**src/rtl/burst_config_sync.sv**
```systemverilog
// Moves a burst-divider configuration from the register domain into HF_CLK. The request
// crosses as a toggle, and the three fields are applied together at a burst-safe point.
module burst_config_sync #(
   parameter int SYNC_STAGES = 2
) (
   input  logic        HF_CLK,
   input  logic        NRST_sync,
   input  logic        ENSAMP,
   input  logic        CFG_REQ_TOG,
   input  logic [11:0] CFG_PHASE1DIV1,
   input  logic [3:0]  CFG_PHASE1COUNT,
   input  logic [9:0]  CFG_PHASE2COUNT,
   input  logic        TEMP_RUN,
   input  logic        phase,
   input  logic        CFG_ERR_CLR,
   output logic        ENSAMP_sync,
   output logic [11:0] PHASE1DIV1_sync,
   output logic [3:0]  PHASE1COUNT_sync,
   output logic [9:0]  PHASE2COUNT_sync,
   output logic        CFG_ACK_TOG,
   output logic        CFG_PENDING,
   output logic        CFG_ERR
);

   typedef enum logic {IDLE, PENDING} state_t;

   logic [SYNC_STAGES-1:0] en_chain_p0;
   logic [SYNC_STAGES-1:0] req_chain_p0;
   logic                   req_s;
   logic                   req_d_p1;
   logic                   req_edge;
   logic                   phase_d_p1;

   logic [11:0] stg_div_p1;
   logic [3:0]  stg_cnt_p1;
   logic [9:0]  stg_p2_p1;

   state_t state_p1;
   state_t state_nxt;
   logic   apply;
   logic   err_set;
   logic   safe;

   function automatic logic safe_point(input logic en_s, input logic temp_run,
                                       input logic ph, input logic ph_d,
                                       input logic [9:0] p2_active);
      safe_point = (!en_s && !temp_run) || (ph && !ph_d) || (p2_active == 10'd0);
   endfunction

   // Stage 0: synchronizer chains for the two asynchronous single-bit inputs
   always_ff @(posedge HF_CLK or negedge NRST_sync) begin
      if (!NRST_sync) begin
         en_chain_p0  <= '0;
         req_chain_p0 <= '0;
      end else begin
         en_chain_p0  <= {en_chain_p0[SYNC_STAGES-2:0], ENSAMP};
         req_chain_p0 <= {req_chain_p0[SYNC_STAGES-2:0], CFG_REQ_TOG};
      end
   end

   assign ENSAMP_sync = en_chain_p0[SYNC_STAGES-1];
   assign req_s       = req_chain_p0[SYNC_STAGES-1];
   assign req_edge    = req_s ^ req_d_p1;

   assign safe = safe_point(ENSAMP_sync, TEMP_RUN, phase, phase_d_p1, PHASE2COUNT_sync);

   always_comb begin
      state_nxt = state_p1;
      apply     = 1'b0;
      case (state_p1)
         IDLE: begin
            if (req_edge) state_nxt = PENDING;
         end
         PENDING: begin
            apply = safe;
            // A request landing on the apply edge keeps us pending for the new values
            if (apply && !req_edge) state_nxt = IDLE;
         end
         default: state_nxt = IDLE;
      endcase
   end

   assign err_set     = apply && (stg_cnt_p1 == 4'd0);
   assign CFG_PENDING = (state_p1 == PENDING);

   // Stage 1: edge detect, staging capture and FSM state
   always_ff @(posedge HF_CLK or negedge NRST_sync) begin
      if (!NRST_sync) begin
         req_d_p1   <= 1'b0;
         phase_d_p1 <= 1'b0;
         state_p1   <= IDLE;
         stg_div_p1 <= 12'd0;
         stg_cnt_p1 <= 4'd1;
         stg_p2_p1  <= 10'd0;
      end else begin
         req_d_p1   <= req_s;
         phase_d_p1 <= phase;
         state_p1   <= state_nxt;
         if (req_edge) begin
            stg_div_p1 <= CFG_PHASE1DIV1;
            stg_cnt_p1 <= CFG_PHASE1COUNT;
            stg_p2_p1  <= CFG_PHASE2COUNT;
         end
      end
   end

   // Stage 2: active configuration, acknowledge and error flag
   always_ff @(posedge HF_CLK or negedge NRST_sync) begin
      if (!NRST_sync) begin
         PHASE1DIV1_sync  <= 12'd0;
         PHASE1COUNT_sync <= 4'd1;
         PHASE2COUNT_sync <= 10'd0;
         CFG_ACK_TOG      <= 1'b0;
         CFG_ERR          <= 1'b0;
      end else begin
         if (apply && !err_set) begin
            PHASE1DIV1_sync  <= stg_div_p1;
            PHASE1COUNT_sync <= stg_cnt_p1;
            PHASE2COUNT_sync <= stg_p2_p1;
         end
         if (apply) CFG_ACK_TOG <= req_d_p1;
         if (err_set)          CFG_ERR <= 1'b1;
         else if (CFG_ERR_CLR) CFG_ERR <= 1'b0;
      end
   end

endmodule

```
**config.mk**
```make
export PLATFORM = sky130hd
export DESIGN_NAME = burst_config_sync
export DESIGN_NICKNAME = d
export VERILOG_FILES = /design/src/rtl/burst_config_sync.sv
export SDC_FILE = /design/constraint.sdc
export NUM_CORES = 1
export LEC_CHECK = 0
export BUFFER_PORTS_ARGS = -buffer_cell sky130_fd_sc_hd__buf_2
export CORE_MARGIN = 2
export CORE_UTILIZATION = 55
export DETAILED_ROUTE_END_ITERATION = 6
export GPL_TIMING_DRIVEN = 0
export PLACE_DENSITY = 0.88
export SLEW_MARGIN = 40
export SYNTH_ARGS = -nofsm -noshare
export SYNTH_HDL_FRONTEND = slang
export SYNTH_SLANG_ARGS = --single-unit
export TNS_END_PERCENT = 1
```
**constraint.sdc**
```tcl
create_clock -name HF_CLK -period 6.85 [get_ports HF_CLK]
set_clock_uncertainty 0.2 [all_clocks]
set_input_delay 1.0275 -clock HF_CLK [delete_from_list [all_inputs] [get_ports HF_CLK]]
set_output_delay 1.0275 -clock HF_CLK [all_outputs]
set_load 0.02 [all_outputs]
```
==> implementation parameters <==
Parameter                              Value

Synth
  YS warnings ... 0
  Yosys reg bits ... 61
  Sequential cell area fraction in the yosys report ... 64.9%
  Number of synthesized flops with an enable pin ... 0
  Flip-flop cell with the highest count after synthesis ... dfrtp_1
  Gate count of the mapped netlist ... 137
  Total nets after synthesis ... 170
  Async SR Flop Fraction ... 100%
  Commonest cells post-synth ... dfrtp_1 (59), mux2_2 (33), mux2_4 (16)
  Cell with the most instances after synthesis ... dfrtp_1
  Cell type with the largest total area after synthesis ... dfrtp_1
  Synthesized cell area ... 0.00236 sq mm
  Portion of synthesized cell area occupied by the leading cell type ... 62.7%
  Synthesized area divided by synthesized cell count ... 17.2 sq um
  Number of library cell types mapped by synthesis ... 18
  Dominant cells by area after synthesis ... dfrtp_1 (63%), mux2_2 (16%), mux2_4 (10%)

Placement
  Placed cells ... 249
  Final HPWL from detailed placement ... 2880 um
  PortBufs ... 62
  RD Place Congestion ... 0.709

Setup path
  Category of the worst setup path capture point ... register
  Required arrival time at the worst endpoint ... 6.85 ns
  Crit Reg-Reg Startpoint ... PHASE2COUNT_sync[5]$_DFFE_PN0P_
  Cell depth of the worst flop-to-flop path ... 6
  Destination of the worst register-to-register timing path ... PHASE1DIV1_sync[0]$_DFFE_PN0P_
  Critical path startpoint category ... register
  Register-to-Register Setup Slack ... 4.41 ns
  Start-to-end type of the worst setup path ... reg2reg
  Top fanout value on the critical path ... 10
  Worst Path Arrival ... 2.45 ns

Timing
  Final cycle utilization of the critical path ... 35.7%
  Setup violators final ... 0
  Number of hold violations in the final report ... 0
  Slew of the pin with the lowest slew margin ... 0.618 ns
  Pins over their slew limit ... 0
  Setup TNS ... 0 ns
  Min Tclk post-route ... 2.44 ns
  Worst hold margin ... 0.158 ns
  Maximum frequency from static timing analysis ... 409 MHz
  RSZ-0062 raised after global routing ... false
  Worst slew margin relative to its limit ... 58.8%

Layout
  Share of final-layout standard cells stronger than drive strength 1 ... 60.6%
  Area overhead of the layout relative to synthesis ... 24.4%
  Number of antenna repair diodes ... 0
  Number of non-filler instances in the completed layout ... 266
  Final net count ... 244

Power
  Fraction of power consumed by the clock network ... 25.3%
  Total Power ... 1.07 mW
  Switching power ... 324 uW
  Leak ... 1.40 nW
  Maximum ir drop on the vdd rail ... 0.210 mV
  Sw Share ... 30.3%
  Power per cell area ... 365 mW/mm^2
  Total internal power ... 745 uW
  Fraction of power consumed by combinational cells ... 28.0%
  Part of the power in registers ... 46.7%

Hold path
  Startpoint of the most critical hold path ... req_chain_p0[0]$_DFF_PN0_
  Count of cells along the worst hold path ... 0
  Min-Delay Path Class ... reg2reg
  Worst hold path endpoint ... req_chain_p0[1]$_DFF_PN0_

Floorplanning
  Horizontal die dimension ... 69.5 um
  Placeable Area ... 0.00406 sq mm
  Effective utilization at floorplan ... 58.1%
  Placement row count ... 23
  Die footprint ... 0.00482 sq mm
  Number of ports placed on the die boundary ... 63
  Overall die height ... 69.5 um

Global routing
  Via count of the first global-routing pass ... 1442
  Maximum number of pins on one net before global-route repair ... 62
  Antenna violations before repair ... 0
  First-pass GRT wire length ... 6820 um
  Total overflow reported by the global router ... 0
  GRT Overall Usage ... 18.7%

Route
  Iteration-0 DRC count of the detailed router ... 58
  Overall via count from detail_route ... 1371
  Pre-antenna DRT Iters ... 4
  Drc violations ... 0
  Post-detailed-route count of antenna-violating nets ... 0
  Average wire per standard cell ... 15.2 um
  Ratio of routed vias to standard cells ... 5.15
  Wirelength, routed ... 4030 um

Clock tree
  CTS clock-pin slew for the worst setup and hold paths ... 0.06 ns
  Hold buffers post-CTS ... 0
  Total clock buffers created by CTS ... 9
  Post-CTS Setup Repair Bufs ... 0
  Clock tree from TritonCTS ... built
  Max H-tree Level ... 3
  Clk Tree Root Cell ... clkbuf_8
  Number of clock sinks ... 61
  Maximum buffer depth of the clock tree ... 2
  Insertion delay to the later sink of the worst-skew pair ... 0.32 ns
  CTS-repair resized insts ... 0

Outcome
  Result of the run ... complete, no violations

Job
  Number of max-cap violations ... 0
[registers in the layout, summed over array words and instances (netlist names)]
register and flops:
req_chain_p0 2, req_d_p1 1, en_chain_p0 2, CFG_ACK_TOG 1, CFG_ERR 1, CFG_PENDING 1, stg_cnt_p1 4, phase_d_p1 1
stg_p2_p1 10, PHASE1COUNT_sync 4, PHASE1DIV1_sync 12, stg_div_p1 12, PHASE2COUNT_sync 10
[through the flow]
step	utilization, %	setup WS [ns]	instance area (sq um)
floorplan	-	4.46	2360
CTS	71.5	4.37	2900
global placement	67.3	4.32	2730
detailed placement	67.3	4.30	2730
finish	72.2	4.41	2930
global route	72.2	4.28	2930
[worst max-delay path: stages, from the launching register on]
cell and delay, ns:
dfrtp_1 0.40, or4_1 0.59, nor4_4 0.30, o211a_1 0.22
buf_6 0.15, buf_12 0.15, mux2_4 0.30
[routing by layer]
metal  vias to the layer above  GRT usage (%)  wire, um
met5                         -              0         0
met4                         0           9.80        95
met3                        11           6.10       295
met2                        47           29.0      1850
met1                       678           23.5      1790
li1                        635              -         -
[kinds of logic after synthesis]
family                 after synthesis  synth area share, %
XOR/XNOR                             1                0.372
flip-flops                          61                 64.9
AO/OA/AOI/OAI                       10                 3.29
AND/OR/NAND/NOR                      5                 2.02
buffers and inverters               11                 3.45
multiplexers                        49                 26.0
[cells in the final DEF (no fill, tap or decap)]
cell	Yosys	final
mux2_4	16	16
o2bb2ai_1	4	4
xor2_2	0	1
buf_2	0	61
clkbuf_1	2	6
a21o_1	1	1
o21ai_0	1	1
o21a_1	1	1
dfrtp_1	59	59
nor4_4	1	1
clkbuf_8	0	11
mux2_2	33	33
dfstp_2	2	2
buf_12	2	3
inv_1	6	6
nor2_1	1	1
buf_6	1	1
o211a_1	1	1
buf_4	0	1
or4_1	3	3
o22ai_1	2	2
clkinv_2	0	1
[final cells by class]
cell class	instances	area, sq um
Fill cell	280	1130
Tap cell	50	62.6
Sequential cell	61	1530
Timing Repair Buffer	63	333
Buffer	5	58.8
Clock buffer	15	166
Inverter	6	22.5
Clock inverter	1	5.00
Multi-Input combinational cell	65	753
[worst max path at each step]
stage	to	from	depth (start not counted)
2_1_floorplan	PHASE1DIV1_sync[0]$_DFFE_PN0P_	PHASE2COUNT_sync[5]$_DFFE_PN0P_	6
3_3_place_gp	PHASE2COUNT_sync[6]$_DFFE_PN0P_	TEMP_RUN	6
3_5_place_dp	PHASE2COUNT_sync[5]$_DFFE_PN0P_	TEMP_RUN	6
4_1_cts	PHASE1DIV1_sync[0]$_DFFE_PN0P_	PHASE2COUNT_sync[5]$_DFFE_PN0P_	6
5_1_grt	PHASE1DIV1_sync[0]$_DFFE_PN0P_	PHASE2COUNT_sync[5]$_DFFE_PN0P_	6
6_report	PHASE1DIV1_sync[0]$_DFFE_PN0P_	PHASE2COUNT_sync[5]$_DFFE_PN0P_	6
[power groups by stage]
stage                     sequential [mW]  combinational [mW]  clock [mW]
after floorplan                     0.572               0.129           0
after global placement              0.501               0.294           0
after detailed placement            0.505               0.303           0
after CTS                           0.501               0.303       0.278
after global routing                0.512               0.320       0.294
final                               0.499               0.299       0.271
(Power assumes the default switching activity.)
